**src/rtl/dir_ramp_ctrl.sv**
```systemverilog
// Multi-axis direction controller: (axis, dir, speed) commands become slew-limited differential
// offsets. Optional timeout failsafe is built when DIR_RAMP_FAILSAFE_EN is defined.
module dir_ramp_ctrl #(
   parameter int unsigned W          = 16,
   parameter int unsigned AXES       = 2,
   parameter int unsigned MAG_SLOW   = 102,
   parameter int unsigned MAG_MED    = 218,
   parameter int unsigned MAG_FAST   = 402,
   parameter int unsigned STEP       = 8,
   parameter int unsigned TICK_DIV   = 1000,
   parameter int unsigned TIMEOUT    = 500,
   localparam int unsigned AW        = (AXES > 1) ? $clog2(AXES) : 1
) (
   input  logic              clk,
   input  logic              resetn,
   input  logic              cmd_valid,
   output logic              cmd_ready,
   input  logic [AW-1:0]     cmd_axis,
   input  logic              cmd_dir,
   input  logic [1:0]        cmd_speed,
   input  logic              zero_req,
   output logic [AXES*W-1:0] side_a,
   output logic [AXES*W-1:0] side_b,
   output logic [AXES-1:0]   settled,
   output logic              cmd_err,
   output logic              failsafe
);

   localparam int unsigned PW = (TICK_DIV > 1) ? $clog2(TICK_DIV) : 1;
   localparam logic signed [W:0] STEP_X = (W+1)'(STEP);

   if (MAG_SLOW >= 2**(W-1) || MAG_MED >= 2**(W-1) || MAG_FAST >= 2**(W-1) ||
       TICK_DIV < 1 || TIMEOUT < 1) begin : g_param_check
      $error("dir_ramp_ctrl: magnitude out of range or zero TICK_DIV/TIMEOUT");
   end

   typedef enum logic {StHold, StRamp} axis_st_e;

   logic [W-1:0]  cur_q [AXES];
   logic [W-1:0]  cur_d [AXES];
   logic [W-1:0]  tgt_q [AXES];
   logic [W-1:0]  tgt_d [AXES];
   logic [W-1:0]  neg_q [AXES];
   axis_st_e      st_q  [AXES];
   logic [PW-1:0] presc_q;
   logic          cmd_ready_q;
   logic          cmd_err_q;
   logic          accept;
   logic          axis_ok;
   logic          tick;
   logic          force_zero;

   function automatic logic [W-1:0] mag_of(input logic [1:0] speed, input logic dir);
      logic [W-1:0] m;
      case (speed)
         2'd1:    m = W'(MAG_SLOW);
         2'd2:    m = W'(MAG_MED);
         2'd3:    m = W'(MAG_FAST);
         default: m = '0;
      endcase
      return dir ? m : -m;
   endfunction

   // Difference is taken one bit wider so a full-scale reversal cannot wrap.
   function automatic logic [W-1:0] step_toward(input logic [W-1:0] cur, input logic [W-1:0] tgt);
      logic signed [W:0] diff;
      diff = $signed({tgt[W-1], tgt}) - $signed({cur[W-1], cur});
      if (diff <= STEP_X && diff >= -STEP_X) return tgt;
      else if (diff > 0)                      return cur + W'(STEP);
      else                                    return cur - W'(STEP);
   endfunction

   assign accept = cmd_valid & cmd_ready_q;
   assign axis_ok = 32'(cmd_axis) < AXES;
   assign tick = (presc_q == PW'(TICK_DIV - 1));

`ifdef DIR_RAMP_FAILSAFE_EN
   localparam int unsigned TW = $clog2(TIMEOUT + 1);

   logic [TW-1:0] tcnt_q, tcnt_d;
   logic          fs_q, fs_d;

   always_comb begin
      tcnt_d = tcnt_q;
      if (accept)                                tcnt_d = '0;
      else if (tick && tcnt_q != TW'(TIMEOUT))   tcnt_d = tcnt_q + 1'b1;
      fs_d = (accept && axis_ok) ? 1'b0 : (fs_q | (tcnt_d == TW'(TIMEOUT)));
   end

   always_ff @(posedge clk) begin
      if (!resetn) begin
         tcnt_q <= '0;
         fs_q   <= 1'b0;
      end else begin
         tcnt_q <= tcnt_d;
         fs_q   <= fs_d;
      end
   end

   assign force_zero = fs_d;
   assign failsafe   = fs_q;
`else
   assign force_zero = 1'b0;
   assign failsafe   = 1'b0;
`endif

   // A tick steps toward the pre-edge target; a same-edge command lands for the next tick.
   always_comb begin
      cur_d = cur_q;
      tgt_d = tgt_q;
      for (int a = 0; a < AXES; a++) begin
         if (tick) cur_d[a] = step_toward(cur_q[a], tgt_q[a]);
         if (accept && axis_ok && cmd_axis == AW'(a)) tgt_d[a] = mag_of(cmd_speed, cmd_dir);
         if (zero_req || force_zero) tgt_d[a] = '0;
      end
   end

   always_ff @(posedge clk) begin
      if (!resetn) begin
         presc_q     <= '0;
         cmd_ready_q <= 1'b0;
         cmd_err_q   <= 1'b0;
         for (int a = 0; a < AXES; a++) begin
            cur_q[a] <= '0;
            tgt_q[a] <= '0;
            neg_q[a] <= '0;
            st_q[a]  <= StHold;
         end
      end else begin
         presc_q     <= tick ? '0 : presc_q + 1'b1;
         cmd_ready_q <= ~zero_req;
         cmd_err_q   <= accept & ~axis_ok;
         for (int a = 0; a < AXES; a++) begin
            cur_q[a] <= cur_d[a];
            tgt_q[a] <= tgt_d[a];
            neg_q[a] <= -cur_d[a];
            st_q[a]  <= (cur_d[a] == tgt_d[a]) ? StHold : StRamp;
         end
      end
   end

   always_comb begin
      side_a  = '0;
      side_b  = '0;
      settled = '0;
      for (int a = 0; a < AXES; a++) begin
         side_a[a*W +: W] = cur_q[a];
         side_b[a*W +: W] = neg_q[a];
         settled[a]       = (st_q[a] == StHold);
      end
   end

   assign cmd_ready = cmd_ready_q;
   assign cmd_err   = cmd_err_q;

endmodule

```
**config.mk**
```make
export PLATFORM = sky130hd
export DESIGN_NAME = dir_ramp_ctrl
export DESIGN_NICKNAME = d
export VERILOG_FILES = /design/src/rtl/dir_ramp_ctrl.sv
export SDC_FILE = /design/constraint.sdc
export NUM_CORES = 1
export LEC_CHECK = 0
export ABC_AREA = 0
export CORE_UTILIZATION = 40
export DETAILED_ROUTE_END_ITERATION = 10
export SKIP_LAST_GASP = 1
export SYNTH_ARGS = -nofsm -noshare
export SYNTH_HDL_FRONTEND = slang
export SYNTH_SLANG_ARGS = --single-unit
```
**constraint.sdc**
```tcl
create_clock -name clk -period 10.6 [get_ports clk]
set_input_delay 1.06 -clock clk [delete_from_list [all_inputs] [get_ports clk]]
set_output_delay 1.06 -clock clk [all_outputs]
set_load 0.02 [all_outputs]
```
Word-level counts from Yosys, hierarchy flattened --
Memories as Yosys holds them, arrays and structs flattened. Cells that the tools add are included.
Word-level totals: flip-flop bits (word level) 75, bits in writable memories 34, bits of input ports 8, output and inout bits 69, word-level logic and storage cells 69, memories 2
Memory list:
- neg_q | depth 2, bits a word 16, rd ports 2, clocked after Yosys merged registers in 0, wr ports 2, line 43 | logic [W-1:0] neg_q [AXES];
- st_q | depth 2, bits a word 1, rd ports 2, clocked after Yosys merged registers in 0, wr ports 2, line 44 | axis_st_e st_q [AXES];
Cells by class: add/subtract/negate cells 11, $lt $le $gt $ge 6, eq/ne operators 6, multiplexer cells 23, bitwise logic cells 10, reductions and logical operators 5
Operators with widths (count):
- 16-bit 2-to-1 mux | 16
- 16-bit negator | 4
- 17-bit by 4-bit greater-or-equal comparator with 1-bit output (second input constant) | 2
- 17-bit by 1-bit > comparator with 1-bit output (second input constant) | 2
- 17-bit by 5-bit less-or-equal comparator with 1-bit output (second input constant) | 2
- 16-bit by 16-bit subtractor with 17-bit output | 2
- 16-bit by 4-bit adder with 16-bit output (second input constant) | 2
- 16-bit == test | 2
- 16-bit by 4-bit subtractor with 16-bit output (second input constant) | 2
- 9-bit case mux with 3 select lines | 1
- 10-bit by 1-bit adder with 10-bit output (second input constant) | 1
- 10-bit == test (second input constant) | 1
- 1-bit 2-to-1 mux | 6
- 1-bit inverter | 5
- 2-bit == test (second input constant) | 2
- 1-bit logical AND | 4
- 1-bit OR | 4
- 2-bit by 1-bit == test with 1-bit output (second input constant) | 1
- 2-bit OR reduction | 1
- 1-bit bitwise AND | 1

Longest topological paths before layout --
Gate-level depths: netlist (run 1).
depth after elaboration 10, gate-level depth with buffers 24, mapped depth without buffers 24

Worst setup path before layout (run 1) --
No wires, ideal clock.
kind flip-flop to flip-flop, from register cur_q (netlist bit side_a[4]), to memory st_q[0][0] in the netlist's numbering, setup time 0.125 ns, arrival time 6.485 ns, required time 10.475 ns, path slack 3.990 ns, stages on the path, launching flop included 24, buffers on the path 0, clock period less this slack 6.610 ns, cell sequence dfxtp_1 inv_1 ha_1 a21oi_4 nor2b_2 or4_1 o211a_1 nor4_2 nand4b_1 o31ai_1 ha_1 a211oi_1 o21a_1 nor3_1 and4_1 a2111oi_0 o21bai_1 a21oi_1 xnor2_1 nor3_1 a221o_1 a221oi_2 nand4_1 o41a_1
RTL lines:
- start, declared | line 39 | logic [W-1:0] cur_q [AXES];
- start signal, assigned by index | line 134 | cur_q[a] <= cur_d[a];
- end, declared | line 44

==> metrics.md, run 1 <==
| Metric | Value |
|---|---|
| Status | `complete, no violations` |
| Final setup vio count | `0` |
| Switching power | `roughly 0.39 mW` |
| Yosys warning count | `0` |
| GR Overflow Total | `0` |
| CTS tree | `done` |
| CP max FO | `13` |
| Setup crit start kind | `flip-flop` |
| Sw Ratio | `36.00%` |
| Die Footprint | `around 0.024 mm²` |
| Final #Nets | `1349` |
| Commonest non-fill, non-tap cells in the layout | `nor2_1, dfxtp_1, a21oi_1, nand2_1, clkdlybuf4s50_1` |
| Largest net degree at the start of global routing | `56` |
| Clock period minus worst slack | `approximately 6300 ps` |
| First-pass GRT wire length | `between 40000 and 50000 µm` |
| Mapped Area | `0.009266 mm²` |
| Setup TNS | `0 ps` |
| Diodes inserted | `0` |
| Clock power frac | `31.5%` |
| GPL Wtd Cong | `0.9263` |
| Primary FF master, synth | `dfxtp_1` |
| Final Cell Area | `0.01048 mm²` |
| Commonest non-fill, non-tap cell in the layout | `nor2_1` |
| Number of flops mapped to enable cells by yosys | `0` |
| Die H | `154.2 µm` |
| Avg Inst Size Synth | `between 7 and 8 µm²` |
| Seq pwr share | `37.9%` |
| CTS max path bufs | `2` |
| Placed inst area | `0.01019 mm²` |
| Buf/Inv on CP | `2` |
| Post-CTS Setup Inserts | `0` |
| Max-cap violation count | `0` |
| Seq/Total Area, Yosys | `23.12%` |
| Combinational share of power | `30.6%` |
| Worst-skew pair later-pin latency | `370 ps` |
| Worst Hold Class | `flip-flop to flip-flop` |
| Initial core utilization | `40.80%` |
| Chip width | `154.2 µm` |
| P_int | `0.6908 mW` |
| Vias in the first global route | `8554` |
| Routed wire length | `29130 µm` |
| Post-synthesis cell type count | `88` |
| # resized after CTS | `0` |
| Setup crit end kind | `flip-flop` |
| Worst Path Required | `10850 ps` |
| # hold bufs at CTS | `0` |
| CTS sink count | `between 100 and 150` |
| DRC Markers | `0` |
| Finished Core Util | `between 40% and 50%` |
| Worst slew pin tran | `1139 ps` |
| VDD IR max | `approximately 0.000065 V` |
| P_leak | `4.200 nW` |
| Total GRT Usage | `24.51%` |
| Syn Inst Count | `~1.2k` |
| Max stage delay on crit path | `580 ps` |
| Top delay family on crit path | `compound AO/OA/AOI/OAI gates` |
| Core Area | `0.02271 mm²` |
| Total CTS buffers | `9` |
| Period utilization | `59.88%` |
| Remaining antenna violation count | `0` |
| Pwr Total | `1.079 mW` |
| Number of top-level pins | `77` |
| PortBufs | `74` |
| First-pass detailed-route iteration total | `7` |
| DPL Wire Length | `22120 µm` |
| Drt wl/cell | `~19 µm` |
| Standard-cell rows | `55` |
| Critical path class | `flip-flop to flip-flop` |
| Slowest-stage cell, CP | `a2111oi_0` |
| Highest clock rate | `0.1575 GHz` |
| FF-to-FF setup slack | `4250 ps` |
| Worst Skew | `just over 10 ps` |
| Critical Path AT | `approximately 6600 ps` |
| Vias per cell | `5.852` |
| Max-slew violations | `0` |
| Ys async rst share | `0%` |
| Area grow syn2layout | `13.06%` |
| Relative slew slack | `roughly 23%` |
| Root Buffer | `clkbuf_16` |
| Iteration-0 DRC count of the detailed router | `roughly 600` |
| Pwr dens | `103.0 mW/mm²` |
| Final hold violations | `0` |
| Reg clk slew, reported paths | `80 ps` |
| Vias | `between 9k and 10k` |
| Layout cell share with drive strength beyond 1 | `5.786%` |
| Register bit total from synthesis | `107` |
| RSZ-0062 raised after global routing | `no` |
| H-tree Lvls | `3` |
| Critical-path cell list | `inv_1 > ha_1 > a21oi_4 > nor2b_2 > or4_1 > o211a_1 > nor4_2 > nand4b_1 > o31ai_2 > buf_4 > ha_1 > a211oi_1 > o21a_1 > nor3_1 > and4_1 > a2111oi_0 > o21bai_1 > a21oi_1 > xnor2_1 > nor3_1 > a221o_1 > a221oi_2 > nand4_1 > o41a_1` |
| Initial antenna violation count | `0` |
## synth_stat cells (all sizes together), types with 12 or more instances
master / number / share of area (%)
a21oi: 97 / 5.5
nand3: 53 / 3.0
inv: 65 / 2.6
nand2b: 15 / 1.0
xnor2: 49 / 4.6
nor3: 46 / 2.5
nor2: 149 / 6.1
a211oi: 17 / 1.4
o21a: 12 / 0.97
nand4: 15 / 1.0
and2: 27 / 1.8
a21o: 19 / 1.5
a31oi: 22 / 1.6
ha: 63 / 8.5
and3: 22 / 1.5
clkbuf: 43 / 1.7
mux2i: 16 / 1.7
dfxtp: 107 / 23
nand2: 92 / 3.7
xor2: 30 / 2.8
o21ai: 63 / 3.4
nor4: 23 / 2.2
buf: 16 / 1.0
o211ai: 16 / 1.3
## per-stage QoR
| stage | hold slack, ps | std cells | setup WS, ps |
|---|---|---|---|
| 3_5_place_dp | 463.5 | 1548 | 4309 |
| 6_report | 477.4 | 1564 | 4252 |
| 5_1_grt | 505.0 | 1564 | 3823 |
| 3_3_place_gp | 448.9 | 1548 | 4430 |
| 2_1_floorplan | 430.2 | 1239 | 3990 |
| 4_1_cts | 482.8 | 1564 | 4285 |
## flip-flops by register name, summed over array words and instances, names as in the netlist
register and flops:
neg_q 30, cmd_ready 1, tgt_q 32, st_q 2, presc_q 10, side_a 32
## final timing paths
path,startpoint,end,depth (start not counted)
setup / recovery,side_a[4],st_q[0][0],24
hold / removal,presc_q[0],presc_q[0],1
setup reg to reg,side_a[4],st_q[0][0],24
hold reg to reg,presc_q[0],presc_q[0],1
## final cells by class
| cell class | instances | area (µm²) |
|---|---|---|
| fillers | 2341 | 12230 |
| flip-flops and latches | 107 | 2142 |
| clock inverters | 7 | 57.56 |
| multi-input cells | 1007 | 6639 |
| repair buffers | 83 | 808.3 |
| inverters | 66 | 247.7 |
| well taps | 285 | 356.6 |
| clock buffers | 9 | 225.2 |
## routing by layer
metal	vias to the layer above	global-route usage (%)	routed length (µm)
li1	4574	-	-
met1	4226	29.53	12270
met2	301	43.29	14330
met3	52	3.446	1557
met4	0	10.81	978
met5	-	0	0
## logic make-up (layout without fill, tap and decap cells)
kind of cell / Yosys count / after routing / synth area share (%)
xor gates and xnor gates: 79 / 79 / 7.467
AOI/OAI and AO/OA: 349 / 349 / 25.64
buffers and inverters: 125 / 165 / 5.414
and+or+nand+nor: 488 / 488 / 26.49
other: 1 / 2 / 0.04047
muxes: 22 / 22 / 2.457
adders and majority gates: 67 / 67 / 9.371
DFF: 107 / 107 / 23.12
## power groups by stage
stage	Combinational [mW]	Sequential [mW]	Clock [mW]
2_1_floorplan	0.247	0.417	0
3_3_place_gp	0.322	0.419	0
3_5_place_dp	0.324	0.418	0
4_1_cts	0.325	0.409	0.347
5_1_grt	0.363	0.410	0.363
6_report	0.331	0.409	0.340
Power figures use the tool's default switching activity.
==> run 2: changes to the inputs <==
Clock period 10.6 ns to 5.8 ns, I/O delays scaled along.
==> metrics.md, run 2 (synthesis results as in run 1) <==
| Metric | Value |
|---|---|
| Layout cell share with drive strength beyond 1 | `12.44% (+6.7 points)` |
| DPL Wire Length | `23400 µm (+5.8%)` |
| DRC Markers | `0 (unchanged)` |
| Die Footprint | `0.02378 mm² (unchanged)` |
| Worst r2r path cells | `25 (+4.2%)` |
| Period utilization | `94.84% (+35 points)` |
| Diodes inserted | `0 (unchanged)` |
| First-pass detailed-route iteration total | `5 (-2)` |
| Initial core utilization | `40.80% (unchanged)` |
| Layout Cells excl Fill | `1635 (+4.5%)` |
| Setup crit start kind | `flip-flop` |
| Critical path class | `flip-flop to flip-flop` |
| Clock period minus worst slack | `5501 ps (-846.6 ps)` |
| H-tree Lvls | `3 (unchanged)` |
| Status | `complete, no violations` |
| Worst slew pin tran | `1072 ps (-67.08 ps)` |
| Worst Skew | `13.30 ps (+2.946 ps)` |
| Pwr dens | `182.3 mW/mm² (+77%)` |
| Core Area | `0.02271 mm² (unchanged)` |
| Gr busiest metal | `met2` |
| Setup TNS | `0 ps (unchanged)` |
| VDD IR max | `0.0001379 V (+110%)` |
| HP Start | `presc_q[0]` |
| Worst Path Required | `6040 ps (-4810 ps)` |
| Critical Path AT | `5750 ps (-850 ps)` |
| Worst-skew pair later-pin latency | `360 ps (about the same)` |
| Placed inst area | `0.01069 mm² (+4.9%)` |
| Largest net degree at the start of global routing | `56 (unchanged)` |
| GPL Wtd Cong | `0.9796 (+5.8%)` |
| Max-slew violations | `0 (unchanged)` |
| Initial antenna violation count | `0 (unchanged)` |
| Worst R2R End | `st_q[0][1]` |
| Standard-cell rows | `55 (unchanged)` |
| WHS Endpoint | `presc_q[0]` |
| Routed wire length | `30590 µm (+5.0%)` |
| GR Util met3 | `3.026% (-0.42 points)` |
| Final #Nets | `1420 (+5.3%)` |
| Commonest non-fill, non-tap cell in the layout | `nor2_1` |
| CTS tree | `done` |
| Relative slew slack | `28.51% (+5.4 points)` |
| Global-route met2 utilization | `46.13% (+2.8 points)` |
| Final Cell Area | `0.01115 mm² (+6.5%)` |
| First-pass GRT wire length | `48530 µm (+5.3%)` |
| Setup crit end kind | `flip-flop` |
| GR Layer Usage met1 | `30.02% (+0.49 points)` |
| CTS max path bufs | `2 (unchanged)` |
| Max-cap violation count | `0 (unchanged)` |
| Final setup vio count | `0 (unchanged)` |
| P_leak | `4.588 nW (+9.2%)` |
| Area grow syn2layout | `20.36%` |
| Worst reg2reg path startpoint | `tgt_q[0]` |
| Number of fill cells | `2265 (-3.2%)` |
| WHS | `481.2 ps (+3.855 ps)` |
| Commonest non-fill, non-tap cells in the layout | `nor2_1, dfxtp_1, nand2_1, a21oi_1, buf_4` |
| RSZ-0062 raised after global routing | `yes` |
| Drt wl/cell | `18.71 µm (+0.45%)` |
| Total CTS buffers | `9 (unchanged)` |
| Highest clock rate | `0.1818 GHz (+15%)` |
| Total GRT Usage | `25.78% (+1.3 points)` |
| CTS sink count | `107 (unchanged)` |
| FF-to-FF setup slack | `300 ps (-3950 ps)` |
| Chip width | `154.2 µm (unchanged)` |
| Reg clk slew, reported paths | `80 ps (about the same)` |
| DP Cell Count | `1612 (+4.1%)` |
| PortBufs | `74 (unchanged)` |
| Remaining antenna violation count | `0 (unchanged)` |
| # hold bufs at CTS | `0 (unchanged)` |
| Vias per cell | `5.954 (+1.7%)` |
| Number of top-level pins | `77 (unchanged)` |
| GR Overflow Total | `0 (unchanged)` |
| Vias | `9734 (+6.3%)` |
| Worst hold path depth | `1 (unchanged)` |
| Root Buffer | `clkbuf_16` |
| Worst Hold Class | `flip-flop to flip-flop` |
| Vias in the first global route | `9230 (+7.9%)` |
| Die H | `154.2 µm (unchanged)` |
| Final hold violations | `0 (unchanged)` |
| CP max FO | `5 (-8)` |
| Iteration-0 DRC count of the detailed router | `648 (+7.6%)` |
-- run 2: changes by cell type in the layout (fill, tap and decap cells not counted), sizes merged --
cell / before / now
clkinvlp: 1 / 2
inv: 70 / 69
buf: 9 / 80
clkbuf: 9 / 11
clkinv: 2 / 0
-- run 2: worst max-delay path: stages, from the launching register on --
cell and delay (ps):
dfxtp_2 370, inv_1 80, ha_1 210, fa_1 420
nor2b_1 180, o31ai_1 140, a211o_1 380, nand2_1 90
mux2_2 340, and3_1 220, a31o_2 270, fa_1 420
a21o_1 190, a21oi_2 160, buf_4 130, o21bai_1 70
a21oi_2 180, xnor2_2 160, o221ai_1 170, a2111oi_1 360
a21oi_1 120, a221oi_2 200, a21oi_1 100, a21oi_1 140
a311o_1 200, o211ai_1 80
-- run 2: final cells by class --
type / instances / area [µm²] / share of cell area, %
Multi-Input combinational cell: 1007 / 6770 / 60.70
Sequential cell: 107 / 2147 / 19.25
Timing Repair Buffer: 154 / 1345 / 12.06
Tap cell: 285 / 356.6 / 3.197
Inverter: 66 / 247.7 / 2.221
Clock buffer: 11 / 242.7 / 2.176
Clock inverter: 5 / 43.79 / 0.3926
-- run 2: per-layer routing --
layer	part of all wire, %	routed length [µm]	up-vias
li1	-	-	4728
met1	41	12580	4586
met2	49	15020	324
met3	4.3	1311	96
met4	5.5	1676	0
met5	0	0	-
-- run 2: metrics by stage --
step                      power [mW]  worst slack [ps]  utilization (%)
after floorplan                1.220             1.492                -
after global placement         1.374             13.60            47.08
after detailed placement       1.379            -197.0            47.08
after CTS                      2.011             31.22            48.58
after global routing           2.131            -35.07            49.11
final                          2.034             299.0            49.11
-- run 2: worst max path at each step --
stage                         start         end  slack [ps]  cells after the start
after floorplan           side_a[5]  st_q[0][0]           1                     23
after global placement    tgt_q[16]  st_q[0][0]          10                     25
after detailed placement  tgt_q[16]  st_q[0][0]        -200                     25
after CTS                 tgt_q[16]  st_q[0][0]          30                     25
after global routing       tgt_q[0]  st_q[0][1]         -40                     25
final                      tgt_q[0]  st_q[0][1]         300                     25
-- run 2: power by group --
part	switching, mW	total [mW]	internal (mW)
clock	0.310	0.620	0.310
sequential	0.00693	0.747	0.740
combinational	0.402	0.666	0.265
total	0.718	2.03	1.32
-- run 2: repair_timing --
item,4_1_cts,5_1_grt
setup endpoints to repair,3,11
resized for setup,4,27
cloned,0,0
buffers inserted,4,3
pin swaps,3,8
